===== config.mk =====
export PLATFORM = sky130hd
export DESIGN_NAME = trig_gen
export DESIGN_NICKNAME = d
export VERILOG_FILES = /design/src/rtl/trig_gen.sv
export SDC_FILE = /design/constraint.sdc
export NUM_CORES = 1
export LEC_CHECK = 0
export ABC_AREA = 1
export ABC_CLOCK_PERIOD_IN_PS = 3300
export CORE_MARGIN = 10
export CORE_UTILIZATION = 59
export DETAILED_ROUTE_END_ITERATION = 7
export GPL_TIMING_DRIVEN = 0
export MAX_ROUTING_LAYER = met4
export PLACE_DENSITY = 0.83
export SLEW_MARGIN = 5
export SYNTH_ARGS = -nofsm -noshare
export SYNTH_HDL_FRONTEND = slang
export SYNTH_SLANG_ARGS = --single-unit

===== constraint.sdc =====
create_clock -name clk -period 3.3 [get_ports clk]
set_input_delay 0.66 -clock clk [delete_from_list [all_inputs] [get_ports clk]]
set_output_delay 0.66 -clock clk [all_outputs]
set_load 0.1 [all_outputs]

===== src/rtl/trig_gen.sv =====
// trig_gen: qualifies a comparator result (edge + N consecutive samples) into a one-cycle trigger with holdoff,
// single-shot arming and a saturating trigger count.
module trig_gen #(
  parameter int QUAL_W = 8,
  parameter int HOLD_W = 16,
  parameter int CNT_W  = 32
) (
  input  logic              clk,
  input  logic              rst_n,
  input  logic              cmp_in,
  input  logic              en,
  input  logic              single,
  input  logic              arm,
  input  logic [QUAL_W-1:0] qual_len,
  input  logic [HOLD_W-1:0] holdoff,
  input  logic              cnt_clr,
  output logic              trig,
  output logic              armed,
  output logic              busy,
  output logic [CNT_W-1:0]  trig_cnt
);
  typedef enum logic [1:0] {IDLE, WAIT_LOW, QUAL, HOLD} state_t;
  state_t state, state_nxt;
  logic [QUAL_W-1:0] run, run_nxt;
  logic [HOLD_W-1:0] hold, hold_nxt;
  logic [QUAL_W:0] need;
  logic go, fire, qual_done;
  assign go        = en && (!single || armed);
  assign need      = (qual_len == '0) ? (QUAL_W+1)'(1) : {1'b0, qual_len};
  assign qual_done = ({1'b0, run} + (QUAL_W+1)'(1)) >= need;
  assign busy      = state == HOLD;
  always_comb begin
    state_nxt = state;
    run_nxt   = run;
    hold_nxt  = hold;
    fire      = 1'b0;
    if (!en) begin
      state_nxt = IDLE;
      run_nxt   = '0;
    end else begin
      case (state)
        IDLE:     state_nxt = go ? WAIT_LOW : IDLE;
        WAIT_LOW: begin
          state_nxt = !go ? IDLE : (!cmp_in ? QUAL : WAIT_LOW);
          run_nxt   = '0;
        end
        QUAL: begin
          if (!go) begin
            state_nxt = IDLE;
            run_nxt   = '0;
          end else if (cmp_in && qual_done) begin
            fire      = 1'b1;
            hold_nxt  = holdoff;
            state_nxt = HOLD;
            run_nxt   = '0;
          end else begin
            run_nxt = cmp_in ? run + QUAL_W'(1) : '0;
          end
        end
        HOLD: begin
          state_nxt = (hold == '0) ? IDLE : HOLD;
          hold_nxt  = (hold == '0) ? hold : hold - HOLD_W'(1);
        end
        default: state_nxt = IDLE;
      endcase
    end
  end
  // arm wins over the clearing trigger; clear wins over the count increment
  always_ff @(posedge clk or negedge rst_n) begin
    if (!rst_n) begin
      state    <= IDLE;
      run      <= '0;
      hold     <= '0;
      trig     <= 1'b0;
      armed    <= 1'b0;
      trig_cnt <= '0;
    end else begin
      state    <= state_nxt;
      run      <= run_nxt;
      hold     <= hold_nxt;
      trig     <= fire;
      armed    <= (single && arm) ? 1'b1 : (fire && single) ? 1'b0 : armed;
      trig_cnt <= cnt_clr ? '0 : (fire && !(&trig_cnt)) ? trig_cnt + CNT_W'(1) : trig_cnt;
    end
  end
endmodule

Yosys cells after proc, flatten, opt, wreduce, memory -nomap -nowiden
Index checks and enable logic that the tools add are counted.

Add/sub/neg operators: 4. Order comparisons: 1. Equality and inequality tests: 8. Multiplexer cells: 26. Reductions and logical operators: 16.

Operators by type and width (number): 2-to-1 mux 32 bit (2); 2-to-1 mux 16 bit (3); 2-to-1 mux 8 bit (5); adder 32 x 1 -> 32 bit, second input constant (1); case mux 16 bit (2 select lines) (1); AND reduction 32 bit (1); zero test 16 bit (1); case mux 8 bit (2 select lines) (1); subtractor 16 x 1 -> 16 bit, second input constant (1); 2-to-1 mux 2 bit (6); adder 8 x 1 -> 9 bit, second input constant (1); greater-or-equal comparator 9 x 8 -> 1 bit (1); adder 8 x 1 -> 8 bit, second input constant (1); zero test 8 bit (1); case mux 2 bit (4 select lines) (1); 2-to-1 mux 1 bit (7); != test 2 bit, second input constant (3); nonzero test 2 bit (3); logical AND 1 bit (5); AND reduction 5 bit (1); == test 2 bit, second input constant (2); != test 4 bit, second input constant (1); != test 3 x 1 -> 1 bit, second input constant (1); == test 2 x 1 -> 1 bit, second input constant (1); other kinds (3) (4).

Register bits after elaboration: 60. Output and inout port bits: 35.

Longest topological paths before layout
Word-level depth: 11. Gate-level depth with buffers: 18. Depth with buffers taken out: 17.

Least setup slack after synthesis
No wires, ideal clock.

Path kind: flip-flop to flip-flop. Start point: register trig_cnt[0]. End point: register trig_cnt[0]. Library setup time: 121 ps. Data arrival time: 2322 ps. Data required time: 3179 ps. Setup slack: 857 ps. Cell stages (with the launch flop): 12. Clock period less this slack: 2443 ps. Path through: dfrtp_1 -> ha_1 -> nand2_2 -> nor2_4 -> nand2_2 -> nor2_2 -> nand2_1 -> nand4_4 -> nand2_4 -> buf_6 -> nand2_1 -> nand2_1.

Longest elaborated chain between the ends: 4. Elaborated cells on any way between the ends: 7.

RTL lines: from (decl) (line 20) `output logic [CNT_W-1:0] trig_cnt`; from (signal assigned) (line 83) `trig_cnt <= cnt_clr ? '0 : (fire && !(&trig_cnt)) ? trig_cnt + CNT_W'(1) : trig_cnt;`; parallel branches: the longest is 4 deep, another holds adder 32 x 1 -> 32 bit.

Several ways; the timed one is not identified. The select of a mux whose other input is x is not followed. A chain may end at the register's enable or synchronous reset.

Final worst setup path
Start point: register state[0]. End point: output busy.

Longest elaborated chain between the ends: 1.

RTL lines: from (decl) (line 23) `state_t state, state_nxt;`; from (signal assigned) (line 78) `state <= state_nxt;`; == test 2 bit (line 31) `assign busy = state == HOLD;`; to (decl) (line 19) `output logic busy,`.

Every way passes these cells.

==> impl_metrics.tcl <==
set metrics [dict create \
    ir_worst_vdd_mv 0.220 \
    die_area_sq_um 11200 \
    worstSetupStartpoint "state[0]" \
    cts_resized 1 \
    antenna_found_initial 0 \
    num_vias 4380 \
    grt_usage_pct 22.5 \
    cp_max_fo 10 \
    final.setup_skew_ns 0.0101 \
    worst_slew_pin_slew_ns 0.983 \
    drt-pass1-iter-count 5 \
    met3_usage_pct 3.05 \
    wirelength_mm 11.9 \
    grt_pass1_wl_mm 20.3 \
    rows 31 \
    cts_buffers 9 \
    clkSinkCount 60 \
    outcome "finished, final reports clean" \
    ys_top_cells_by_area "dfrtp_1, nand2_1, nor2_1" \
    die_h_um 106 \
    hold_class "input pin to async pin" \
    syn-cell-area_sq_um 4320 \
    htree_num_levels 3 \
    finalHoldViolations 0 \
    cap_viol_max_count 0 \
    synthSimpleGateAreaFrac_pct 43.7 \
    synth_cell_types 36 \
    yosysTopAreaCell "dfrtp_1" \
    initial_core_util_pct 60.2 \
    syn_to_final_growth_pct 22.4 \
    seq_area_sq_um 1500 \
    synth_fp_nets 682 \
    netlist_instances 640 \
    synthXorXnorAreaFrac_pct 7.09 \
    cp.arrival_ns 2.43 \
    synthArstFlopShare_pct 100 \
    end_kind "output port" \
    setup_viol 0 \
    required_ns 2.64 \
    slew_headroom_pct 34.3 \
    ant_nets 0 \
    synth_compound_area_share_pct 3.70 \
    place_hpwl_mm 9.07 \
    max_freq_ghz 0.323 \
    gp_congestion 0.991 \
    drv_slew 0 \
    die_x_um 106 \
    diodes 0 \
    grt_use_met2_pct 38.2 \
    yosysSeqAreaShare_pct 34.7 \
    fin_crit_sh_pct 93.7 \
    clkLatencyLatePin_ns 0.36 \
    layout_min_cycle_time_ns 3.09 \
    synth-adder-area-share_pct 3.18 \
    gr-total-overflow 0 \
    met1_usage_pct 25.9 \
    syn_area_per_cell_sq_um 6.75 \
    drive_gt1_share_pct 6.93 \
    synth_edf_count 0 \
    core_area_sq_um 7180 \
    ctsHoldBuffers 0 \
    vias_per_cell 5.34 \
    multi_input_area_sq_um 2490 \
    p_total_mw 2.17 \
    synth_top_area_share_pct 34.7 \
    path_clk_slew_ns 0.08 \
    start_kind "flip-flop" \
    ios 66 \
    synth.yosys.warnings 0 \
    rsz0062_at_grt "no" \
    layout_common_cells "nand2_1, nor2_1, nand3_1" \
    port_buffers 64 \
    r2r_start "run[0]" \
    post_cts.repair.setup_buffers 0 \
    busiest_layer "met2" \
    synthMuxAreaShare_pct 0 \
    critical_path_class "flip-flop to output port" \
    holdWs_ns 0.305 \
    leakage_nw 2.49 \
    cts_buffer_depth 2 \
    synth_top_family_by_area "simple AND/OR/NAND/NOR gates" \
    wl_per_cell_um 14.5 \
    synth-seq-cells 60 \
    power.density_nw_per_um2 409 \
    mostFrequentLayoutCell "nand2_1" \
    first_global_vias 4478 \
    fillers 605 \
    cts_root_buffer "clkbuf_8" \
    dr.first_iter.drc_count 188 \
    drc 0 \
    utilization_pct 73.8 \
    grt_max_degree 36 \
    cts_tree "done" \
    synth_flop_cell "dfrtp_1" \
    nets 758 \
]
[power breakdown]
| group | internal, mW | switching [mW] | total, mW |
|---|---|---|---|
| logic | 0.194 | 0.341 | 0.534 |
| clock network | 0.344 | 0.331 | 0.675 |
| registers | 0.836 | 0.121 | 0.957 |
[cell usage after synthesis, drive strengths merged, types with 5 or more instances]
| cell type | count |
|---|---|
| a21oi | 6 |
| a31oi | 5 |
| buf | 12 |
| clkbuf | 7 |
| dfrtp | 60 |
| ha | 11 |
| inv | 54 |
| nand2 | 231 |
| nand3 | 73 |
| nand4 | 10 |
| nor2 | 100 |
| nor3 | 15 |
| o21ai | 10 |
| xnor2 | 17 |
| xor2 | 18 |
[area by class of cell]
type	count	area share [%]
flip-flops and latches	60	28.4
repair buffers	65	12.4
inverters	55	3.90
clock buffers	9	2.34
multi-input cells	506	47.1
well taps	99	2.34
plain buffers	19	2.32
clock inverters	7	1.28
[critical path, cell delays in order, from the launching register on]
cell and delay (ns):
dfrtp_1 0.41, nand2_1 0.22, clkinv_1 0.28, buf_2 0.28
dlygate4sd2_1 0.89
[path summary, 6_finish.rpt]
path                                     end  slack, ns  cells after the start
worst max-delay path                    busy       0.21                      4
worst min-delay path                 hold[5]       0.30                      1
worst max register to register       hold[9]       0.63                     16
worst min register to register      hold[12]       0.50                      2
max in group asynchronous       trig_cnt[20]       2.38                      2
min in group clk                    hold[12]       0.50                      2
[routing by layer]
layer | up-vias | part of all wire (%) | routed length [um]
met5 | - | 0 | 0
met4 | 0 | 2.8 | 333
met3 | 31 | 3.8 | 453
met2 | 132 | 51 | 6050
met1 | 2037 | 42 | 5050
li1 | 2180 | - | -
[cell families after synthesis]
family | count (synthesis)
AO/OA/AOI/OAI | 26
adder cells (fa/ha/maj) | 11
flip-flops | 60
XOR/XNOR | 35
AND/OR/NAND/NOR | 434
buffers and inverters | 74
[registers in the layout (all words and copies together) (netlist names)]
signal,flops
trig,1
hold,16
armed,1
state,2
trig_cnt,32
run,8
[per-stage QoR]
step | setup TNS, ns | worst slack (ns) | cell area [sq um] | cells
final | 0 | 0.209 | 5290 | 820
after global routing | 0 | 0.0853 | 5290 | 820
after floorplan | 0 | 0.857 | 4320 | 640
after detailed placement | 0 | 0.184 | 5100 | 804
after global placement | -19.30 | -0.326 | 5090 | 803
after CTS | 0 | 0.208 | 5290 | 820
Note: power is estimated with default switching activity, not from simulation.
